$ cat config.mk
export PLATFORM = sky130hd
export DESIGN_NAME = dice_roller_multi_flat
export DESIGN_NICKNAME = d
export VERILOG_FILES = /design/src/rtl/dice_roller_multi_if.sv /design/src/rtl/dice_roller_multi.sv /design/src/flat_wrapper.sv
export SDC_FILE = /design/constraint.sdc
export NUM_CORES = 1
export LEC_CHECK = 0
export ABC_CLOCK_PERIOD_IN_PS = 4400
export CORE_ASPECT_RATIO = 1.5
export CORE_UTILIZATION = 45
export DETAILED_ROUTE_END_ITERATION = 8
export MAX_ROUTING_LAYER = met4
export PLACE_DENSITY_LB_ADDON = 0.2
export SLEW_MARGIN = 20
export SYNTH_ARGS = -nofsm -noshare
export SYNTH_HDL_FRONTEND = slang
export SYNTH_SLANG_ARGS = --single-unit
$ cat constraint.sdc
create_clock -name clock -period 4.4 [get_ports clock]
set_clock_uncertainty 0.15 [all_clocks]
set_input_delay 0.66 -clock clock [delete_from_list [all_inputs] [get_ports clock]]
set_output_delay 0.66 -clock clock [all_outputs]
set_load 0.02 [all_outputs]
$ cat src/rtl/dice_roller_multi_if.sv
// Request/response bundle between game control (master) and the dice roller (slave).
// die_values is present only when DICE_HISTORY_EN is defined.
interface dice_roller_multi_if #(
  parameter int NUM_DICE = 4,
  parameter int OUT_W    = 8
);
  localparam int CW = $clog2(NUM_DICE + 1);

  logic [2:0]       die_select;
  logic [CW-1:0]    num_dice;
  logic             start;
  logic             busy;
  logic             done;
  logic             error;
  logic [OUT_W-1:0] rolled_sum;
  logic [4:0]       last_die;
`ifdef DICE_HISTORY_EN
  logic [NUM_DICE*5-1:0] die_values;
`endif

  modport master (
    output die_select, num_dice, start,
    input  busy, done, error, rolled_sum, last_die
`ifdef DICE_HISTORY_EN
    , input die_values
`endif
  );

  modport slave (
    input  die_select, num_dice, start,
    output busy, done, error, rolled_sum, last_die
`ifdef DICE_HISTORY_EN
    , output die_values
`endif
  );
endinterface

$ cat src/rtl/dice_roller_multi.sv
// Multi-die roller: sums 1..NUM_DICE rejection-sampled dice; optional per-die history via DICE_HISTORY_EN.
// Latency: num_dice+1 cycles plus one per rejected candidate; invalid requests complete the next cycle.
// Backpressure: none; start is only sampled in IDLE and ignored while busy or done.
module dice_roller_multi #(
  parameter int                NUM_DICE = 4,
  parameter int                OUT_W    = 8,
  parameter int                LFSR_W   = 16,
  parameter logic [LFSR_W-1:0] SEED     = 16'hACE1
) (
  input  logic               clock,
  input  logic               reset,
  dice_roller_multi_if.slave bus
);

  localparam int CW = $clog2(NUM_DICE + 1);

  if (NUM_DICE < 1) begin : g_bad_num_dice
    $error("dice_roller_multi: NUM_DICE must be at least 1");
  end
  if (longint'(NUM_DICE) * 20 > (longint'(1) << OUT_W) - 1) begin : g_bad_out_w
    $error("dice_roller_multi: NUM_DICE*20 does not fit in OUT_W bits");
  end
  if (LFSR_W != 16 && LFSR_W != 32) begin : g_bad_lfsr_w
    $error("dice_roller_multi: LFSR_W must be 16 or 32");
  end

  localparam logic [LFSR_W-1:0] TAPS      = (LFSR_W == 32) ? LFSR_W'(32'h80200003)
                                                           : LFSR_W'(16'hB400);
  localparam logic [LFSR_W-1:0] SEED_INIT = (SEED == '0) ? LFSR_W'(1) : SEED;
  localparam logic [CW-1:0]     MAX_N     = CW'(NUM_DICE);
  // Five shifts per clock so consecutive candidates are disjoint bit windows;
  // with single shifts a rejected pattern would bias the retry towards one face.
  localparam int                STEPS     = 5;

  typedef enum logic [1:0] {
    IDLE,
    ROLL,
    DONE
  } state_t;

  state_t           state_q, state_d;
  logic [LFSR_W-1:0] lfsr_q;
  logic [2:0]       sel_q, sel_d;
  logic [CW-1:0]    num_q, num_d;
  logic [CW-1:0]    cnt_q, cnt_d;
  logic [OUT_W-1:0] sum_q, sum_d;
  logic [4:0]       last_q, last_d;
  logic             err_q, err_d;
`ifdef DICE_HISTORY_EN
  logic [NUM_DICE*5-1:0] hist_q, hist_d;
`endif

  logic [4:0] sides;
  logic [4:0] mask;
  logic [4:0] candidate;
  logic [4:0] die;
  logic       accept;
  logic       req_ok;

  function automatic logic [LFSR_W-1:0] lfsr_adv(input logic [LFSR_W-1:0] s);
    logic [LFSR_W-1:0] r;
    r = s;
    for (int i = 0; i < STEPS; i++) begin
      r = r[0] ? ((r >> 1) ^ TAPS) : (r >> 1);
    end
    return r;
  endfunction

  always_comb begin
    sides = 5'd20;
    mask  = 5'd31;
    case (sel_q)
      3'd0: begin sides = 5'd4;  mask = 5'd3;  end
      3'd1: begin sides = 5'd6;  mask = 5'd7;  end
      3'd2: begin sides = 5'd8;  mask = 5'd7;  end
      3'd3: begin sides = 5'd10; mask = 5'd15; end
      3'd4: begin sides = 5'd12; mask = 5'd15; end
      default: begin sides = 5'd20; mask = 5'd31; end
    endcase
  end

  assign candidate = lfsr_q[4:0] & mask;
  assign accept    = candidate < sides;
  assign die       = candidate + 5'd1;
  assign req_ok    = (bus.die_select <= 3'd5) && (bus.num_dice != '0) && (bus.num_dice <= MAX_N);

  always_comb begin
    state_d = state_q;
    sel_d   = sel_q;
    num_d   = num_q;
    cnt_d   = cnt_q;
    sum_d   = sum_q;
    last_d  = last_q;
    err_d   = err_q;
`ifdef DICE_HISTORY_EN
    hist_d  = hist_q;
`endif
    case (state_q)
      IDLE: begin
        if (bus.start) begin
          if (req_ok) begin
            state_d = ROLL;
            sel_d   = bus.die_select;
            num_d   = bus.num_dice;
            cnt_d   = '0;
            sum_d   = '0;
            err_d   = 1'b0;
`ifdef DICE_HISTORY_EN
            hist_d  = '0;
`endif
          end else begin
            state_d = DONE;
            sum_d   = '0;
            err_d   = 1'b1;
          end
        end
      end
      ROLL: begin
        if (cnt_q == num_q) begin
          state_d = DONE;
        end else if (accept) begin
          sum_d  = sum_q + OUT_W'(die);
          last_d = die;
          cnt_d  = cnt_q + CW'(1);
`ifdef DICE_HISTORY_EN
          hist_d[cnt_q*5 +: 5] = die;
`endif
        end
      end
      DONE: begin
        state_d = IDLE;
      end
      default: begin
        state_d = IDLE;
      end
    endcase
  end

  always_ff @(posedge clock) begin
    if (reset) begin
      state_q <= IDLE;
      lfsr_q  <= SEED_INIT;
      sel_q   <= '0;
      num_q   <= '0;
      cnt_q   <= '0;
      sum_q   <= '0;
      last_q  <= '0;
      err_q   <= 1'b0;
`ifdef DICE_HISTORY_EN
      hist_q  <= '0;
`endif
    end else begin
      state_q <= state_d;
      lfsr_q  <= lfsr_adv(lfsr_q);
      sel_q   <= sel_d;
      num_q   <= num_d;
      cnt_q   <= cnt_d;
      sum_q   <= sum_d;
      last_q  <= last_d;
      err_q   <= err_d;
`ifdef DICE_HISTORY_EN
      hist_q  <= hist_d;
`endif
    end
  end

  assign bus.busy       = (state_q == ROLL);
  assign bus.done       = (state_q == DONE);
  assign bus.error      = err_q;
  assign bus.rolled_sum = sum_q;
  assign bus.last_die   = last_q;
`ifdef DICE_HISTORY_EN
  assign bus.die_values = hist_q;
`endif

endmodule

$ cat src/flat_wrapper.sv
// flat-port wrapper written by rule: the top's interface ports become plain ports
module dice_roller_multi_flat 
#(
  parameter int                NUM_DICE = 4,
  parameter int                OUT_W    = 8,
  parameter int                LFSR_W   = 16,
  parameter logic [LFSR_W-1:0] SEED     = 16'hACE1
)
  (clock, reset, bus_die_select, bus_num_dice, bus_start, bus_busy, bus_done, bus_error, bus_rolled_sum, bus_last_die);
  dice_roller_multi_if #(.NUM_DICE(NUM_DICE), .OUT_W(OUT_W)) bus_i ();
  input  logic clock;
  input  logic reset;
  input wire logic [$bits(bus_i.die_select)-1:0] bus_die_select;
  input wire logic [$bits(bus_i.num_dice)-1:0] bus_num_dice;
  input wire logic [$bits(bus_i.start)-1:0] bus_start;
  output wire logic [$bits(bus_i.busy)-1:0] bus_busy;
  output wire logic [$bits(bus_i.done)-1:0] bus_done;
  output wire logic [$bits(bus_i.error)-1:0] bus_error;
  output wire logic [$bits(bus_i.rolled_sum)-1:0] bus_rolled_sum;
  output wire logic [$bits(bus_i.last_die)-1:0] bus_last_die;
  assign bus_i.die_select = bus_die_select;
  assign bus_i.num_dice = bus_num_dice;
  assign bus_i.start = bus_start;
  assign bus_busy = bus_i.busy;
  assign bus_done = bus_i.done;
  assign bus_error = bus_i.error;
  assign bus_rolled_sum = bus_i.rolled_sum;
  assign bus_last_die = bus_i.last_die;
  dice_roller_multi #(.NUM_DICE(NUM_DICE), .OUT_W(OUT_W), .LFSR_W(LFSR_W), .SEED(SEED)) u_core (.clock(clock), .reset(reset), .bus(bus_i));
endmodule
==> flow_metrics.py, run 1 <==
metrics = {
    "clocking": {
        "cts_max_path_buffers": 2,
        "cts_buffers": 5,
        "cts.clk_slew.worst_paths_ns": 0.08,
        "cts_resized": 0,
        "cts_tree": "done",
        "htreeDepth": 2,
        "post_cts_buffers": 0,
        "clockRootBuffer": "clkbuf_8",
        "hold_buffers": 0,
        "clk_latency_ns": 0.29,
        "clock-sinks": 41,
    },
    "logic_synthesis": {
        "synth_cells": 227,
        "syn_nets": 246,
        "synth.yosys.warnings": 0,
        "synth_top_cell_by_area": "dfxtp_1",
        "async_flop_share_pct": 0,
        "synth_seq_cells": 41,
        "synth_top_family_by_area": "simple AND/OR/NAND/NOR gates",
        "synth_xor_xnor_area_share_pct": 8.79,
        "synthMuxAreaShare_pct": 1.51,
        "avgSynthCellArea_sq_um": 8.77,
        "yosys.area_share.simple_pct": 21.4,
        "synth_edf_count": 0,
        "synth_compound_area_share_pct": 15.9,
        "synth_top_area_share_pct": 41.2,
        "yosysSeqAreaShare_pct": 41.2,
        "synth_cell_types": 44,
        "synth_area_sq_um": 1990,
        "ys.flop_type": "dfxtp_1",
        "synth.top_cells.by_area": "dfxtp_1, ha_1, a21oi_1, nand2_1, xnor2_1",
        "synth_fa_ha_area_share_pct": 6.66,
    },
    "timing": {
        "worst_pin_slew_ns": 0.658,
        "setup_violations": 0,
        "hold_ws_ns": 0.261,
        "hold_viol": 0,
        "tns_ns": 0,
        "period_needed_ns": 2.80,
        "slew_headroom_pct": 56.1,
        "period_share_pct": 63.7,
        "slew_violations": 0,
        "rsz0062_at_grt": "no",
        "fmax_mhz": 357,
    },
    "min_path": {
        "hold_class": "reg -> reg",
    },
    "layout": {
        "n_antenna_cell": 0,
        "nets": 269,
        "mostFrequentLayoutCells": "dfxtp_1, nand2_1, clkdlybuf4s50_1",
        "multi_input_area_sq_um": 1080,
        "final_common_cell": "dfxtp_1",
        "drive_gt1_share_pct": 9.56,
        "fillers": 404,
        "regArea_sq_um": 821,
        "syn_to_final_growth_pct": 19.4,
        "final_util_pct": 56.0,
    },
    "critical_path": {
        "path_class": "reg -> reg",
        "critPathLaunchType": "flop",
        "end_kind": "flop",
        "crit_fanout": 6,
        "required_ns": 4.49,
        "arrival_ns": 2.89,
    },
    "floorplan": {
        "ios": 25,
        "die_h_um": 83.5,
        "initial_core_util_pct": 46.9,
        "core.rowCount": 29,
        "die_x_um": 56.3,
        "core_area_sq_um": 4250,
        "design.die.area_sq_um": 4700,
    },
    "global_routing": {
        "grt_use_met1_pct": 22.3,
        "grt_pass1_vias": 1542,
        "grtUsageMet3_pct": 3.72,
        "grt_max_degree": 22,
        "grt_pass1_wl_um": 6970,
        "grt-ovfl-total": 0,
        "antenna_found_initial": 0,
        "grtUsageTotal_pct": 19.4,
        "top_usage_layer": "met2",
        "use_met2_pct": 32.4,
    },
    "drt": {
        "routed_wl_um": 3960,
        "drt-initial-drc-count": 39,
        "vias_per_cell": 5.42,
        "ant_nets": 0,
        "drt-wirelength-per-cell_um": 13.3,
        "num_vias": 1610,
        "drt-pass1-iter-count": 4,
        "drc": 0,
    },
    "placement": {
        "place_congestion": 0.809,
        "port_buffers": 24,
        "dpl.hpwl_um": 2900,
    },
    "power_and_ir_drop": {
        "irDropWorstVdd_mv": 0.298,
        "power_density_nw_per_um2": 385,
        "leakagePower_nw": 0.920,
    },
    "run_status": {
        "status": "completed",
    },
    "job": {
        "maxCapViolations": 0,
    },
}
-- synthesized netlist by cell type, types with 2 or more instances --
cell	count
a211oi_1	4
a21o_1	2
a21oi_1	22
buf_6	2
clkbuf_1	6
dfxtp_1	41
ha_1	9
inv_1	9
mux2i_1	3
nand2_1	29
nand2b_1	4
nand3_1	9
nor2_1	14
nor2b_1	8
nor3_1	3
nor4_1	2
o21ai_0	9
or2_2	5
or3_1	3
xnor2_1	12
xor2_1	8
-- layout make-up --
type / instances / share of cell area [%]
sequential: 41 / 34.5
clock buffer: 5 / 2.89
timing repair buffer: 25 / 10.4
inverter: 10 / 1.58
tap: 46 / 2.42
clock inverter: 3 / 2.74
multi-input combinational: 167 / 45.4
-- cells by family after synthesis --
family	count (synthesis)
XOR/XNOR	20
adder cells (fa/ha/maj)	10
multiplexers	3
buffers and inverters	19
AO/OA/AOI/OAI	50
flip-flops	41
AND/OR/NAND/NOR	84
-- per-stage QoR --
step	area, sq um	total power [mW]	setup slack (ns)	std cells
global placement	2240	0.564	1.72	289
detailed placement	2240	0.565	1.63	289
CTS	2380	0.921	1.61	297
floorplan	1990	0.530	1.91	227
finish	2380	0.915	1.60	297
global route	2380	0.953	1.39	297
-- state kept, by name (all words and copies together), names as in the netlist --
signal,count
u_core.lfsr_q,16
u_core.bus.last_die,5
u_core.num_q,3
u_core.bus.rolled_sum,8
u_core.cnt_q,3
u_core.state_q,2
u_core.bus.error,1
u_core.sel_q,3
-- worst max-delay path, cell delays in order, from the launching register on --
cell and delay, ns:
dfxtp_1 0.51, ha_1 0.24, nand3_1 0.13, a31o_2 0.29
a22oi_1 0.24, inv_1 0.08, ha_1 0.30, o21ai_0 0.08
a21oi_1 0.16, o21ai_0 0.11, or3_1 0.31, a21oi_1 0.13
-- path summary, 6_finish.rpt --
kind	slack (ns)	to	start	depth (start not counted)
setup / recovery	1.60	u_core.bus.rolled_sum[6]	u_core.lfsr_q[1]	11
hold / removal	0.26	u_core.lfsr_q[0]	u_core.lfsr_q[5]	1
setup reg to reg	1.60	u_core.bus.rolled_sum[6]	u_core.lfsr_q[1]	11
hold reg to reg	0.26	u_core.lfsr_q[0]	u_core.lfsr_q[5]	1
-- power by group --
part	switching [mW]	internal, mW	leakage (nW)	total [mW]
sequential	0.0225	0.399	0.336	0.422
combinational	0.0702	0.0639	0.516	0.134
clock	0.133	0.225	0.0681	0.359
total	0.226	0.689	0.920	0.915
-- metal layers --
metal	vias up	wire (um)
met5	-	0
met1	764	1790
met2	22	1980
met3	6	89
met4	0	93
li1	818	-
Note: power is estimated with default switching activity, not from simulation.
==> run 2: changes to the inputs <==
ABC_CLOCK_PERIOD_IN_PS = 2860   (was 4400)
clock period = 2.86 ns   (was 4.4 ns; I/O delays follow)
==> run 2 against run 1 <==
  * Combinational power increased by 63%
  * Non-clock buffer count grew 3
  * Total power up 43%
  * Via count is 2.3% lower
  * Core utilization is 0.15 points lower
  * Largest cell class unchanged
  * Critical path type unchanged
==> flow_metrics.py, run 2 (synthesis gave the netlist of run 1 again) <==
metrics = {
    "layout": {
        "regMostFlops": "u_core.lfsr_q",
        "syn_to_final_growth_pct": 19.1,
        "final_common_cell": "dfxtp_1",
        "drive_gt1_share_pct": 10.7,
        "final_util_pct": 55.9,
        "mostFrequentLayoutCells": "dfxtp_1, nand2_1, clkdlybuf4s50_1",
        "nets": 272,
        "largest_register_ffs": 16,
        "regArea_sq_um": 822,
        "n_antenna_cell": 0,
        "stdcell_count": 299,
        "fillers": 404,
        "multi_input_area_sq_um": 1080,
    },
    "run_status": {
        "status": "completed",
    },
    "placement": {
        "pre_cts_slack_ns": 0.216,
        "dp_cells": 292,
        "place_congestion": 0.841,
        "port_buffers": 24,
        "dpl.hpwl_um": 2900,
    },
    "power_and_ir_drop": {
        "leakagePower_nw": 0.920,
        "p_sw_share_pct": 25.8,
        "power_frac_clock_pct": 34.2,
        "p_sw_mw": 0.338,
        "power_density_nw_per_um2": 553,
        "p_int_mw": 0.973,
        "p_comb_share_pct": 16.7,
        "finalPower_mw": 1.31,
        "seqPwrFrac_pct": 49.1,
        "irDropWorstVdd_mv": 0.492,
    },
    "critical_path": {
        "rr_worst_depth": 7,
        "cp_slowest_stage_delay_ns": 0.51,
        "end_kind": "flop",
        "crit_chain": "o31a_2 > ha_1 > nor4b_4 > o21bai_2 > a32o_2 > or4_1 > a21oi_1",
        "worstReg2RegEnd": "u_core.bus.rolled_sum[7]",
        "r2r_start": "u_core.sel_q[2]",
        "crit_path_end": "u_core.bus.rolled_sum[7]",
        "path_class": "reg -> reg",
        "arrival_ns": 2.72,
        "cp.depth": 7,
        "critical-path-slowest-cell": "or4_1",
        "crit_family": "compound AO/OA/AOI/OAI gates",
        "r2r_slack_ns": 0.22,
        "critPathBufInv": 0,
        "required_ns": 2.94,
        "setup.worst_path.start": "u_core.sel_q[2]",
        "crit_fanout": 12,
        "critPathLaunchType": "flop",
    },
    "drt": {
        "drt-pass1-iter-count": 6,
        "num_vias": 1573,
        "ant_nets": 0,
        "routed_wl_um": 3930,
        "drt-initial-drc-count": 25,
        "drt-wirelength-per-cell_um": 13.2,
        "drc": 0,
        "vias_per_cell": 5.26,
    },
    "clocking": {
        "clockRootBuffer": "clkbuf_8",
        "cts.clk_slew.worst_paths_ns": 0.08,
        "hold_buffers": 0,
        "cts_tree": "done",
        "post_cts_buffers": 0,
        "cts_buffers": 5,
        "cts_resized": 0,
        "cts_max_path_buffers": 2,
        "htreeDepth": 2,
        "clock-sinks": 41,
        "clk_latency_ns": 0.30,
    },
    "floorplan": {
        "design.die.area_sq_um": 4700,
        "initial_core_util_pct": 46.9,
        "die_h_um": 83.5,
        "core.rowCount": 29,
        "ios": 25,
        "die_x_um": 56.3,
        "core_area_sq_um": 4250,
    },
    "global_routing": {
        "grt_pass1_vias": 1525,
        "grt_pass1_wl_um": 6650,
        "grt_max_degree": 25,
        "grt-ovfl-total": 0,
        "grtUsageTotal_pct": 19.0,
        "antenna_found_initial": 0,
    },
    "timing": {
        "rsz0062_at_grt": "no",
        "fmax_mhz": 379,
        "setup_violations": 0,
        "setup_ws_ns": 0.220,
        "slew_headroom_pct": 61.1,
        "period_share_pct": 92.3,
        "worst_pin_slew_ns": 0.582,
        "slew_violations": 0,
        "period_needed_ns": 2.64,
        "hold_viol": 0,
        "tns_ns": 0,
    },
    "min_path": {
        "hold_class": "reg -> reg",
    },
    "job": {
        "maxCapViolations": 0,
    },
}
==> run 2: cell count changes in the layout (fill, tap and decap cells not counted), sizes merged <==
cell,delta
bufinv,-1
buf,+3
==> run 2: worst min path at each step <==
| stage | from | end | slack, ns | depth (start not counted) |
|---|---|---|---|---|
| 3_5_place_dp | u_core.lfsr_q[10] | u_core.lfsr_q[5] | 0.25 | 1 |
| 4_1_cts | u_core.lfsr_q[10] | u_core.lfsr_q[5] | 0.27 | 1 |
| 3_3_place_gp | u_core.lfsr_q[5] | u_core.lfsr_q[0] | 0.24 | 1 |
| 6_report | u_core.lfsr_q[10] | u_core.lfsr_q[5] | 0.26 | 1 |
| 2_1_floorplan | u_core.lfsr_q[5] | u_core.lfsr_q[0] | 0.24 | 1 |
| 5_1_grt | u_core.lfsr_q[10] | u_core.lfsr_q[5] | 0.27 | 1 |
==> run 2: power by group through the flow <==
| stage | clock [mW] | combinational [mW] | sequential [mW] |
|---|---|---|---|
| 2_1_floorplan | 0 | 0.166 | 0.649 |
| 3_3_place_gp | 0 | 0.220 | 0.655 |
| 3_5_place_dp | 0 | 0.221 | 0.656 |
| 4_1_cts | 0.463 | 0.222 | 0.643 |
| 5_1_grt | 0.485 | 0.244 | 0.649 |
| 6_report | 0.449 | 0.219 | 0.643 |
==> run 2: metal layers <==
layer	vias to the layer above	GRT usage (%)	part of all wire (%)
li1	820	-	-
met3	8	4.19	1.9
met2	16	32.5	51
met4	0	9.98	3.0
met1	729	20.0	44
met5	-	-	0
==> run 2: final cells by class <==
class,count,share of cell area (%)
clock inverter,2,1.48
sequential,41,34.7
clock buffer,5,2.90
tap,46,2.43
inverter,10,1.58
timing repair buffer,28,11.4
multi-input combinational,167,45.6
==> run 2: metrics by stage <==
stage	area [sq um]	hold slack [ns]
2_1_floorplan	1990	0.239
3_3_place_gp	2270	0.243
3_5_place_dp	2270	0.250
4_1_cts	2370	0.268
5_1_grt	2370	0.275
6_report	2370	0.263
==> run 2: worst register-to-register path, stage by stage, from the launching register on <==
cell and delay [ns]:
dfxtp_1 0.41, o31a_2 0.42, ha_1 0.22, nor4b_4 0.23, o21bai_2 0.13, a32o_2 0.36
or4_1 0.52, a21oi_1 0.14
==> run 3: changes to the inputs <==
SKIP_LAST_GASP = 1   (was default)
==> results of run 3 <==
The final DEF is identical to that of run 2; final timing and power are the same.
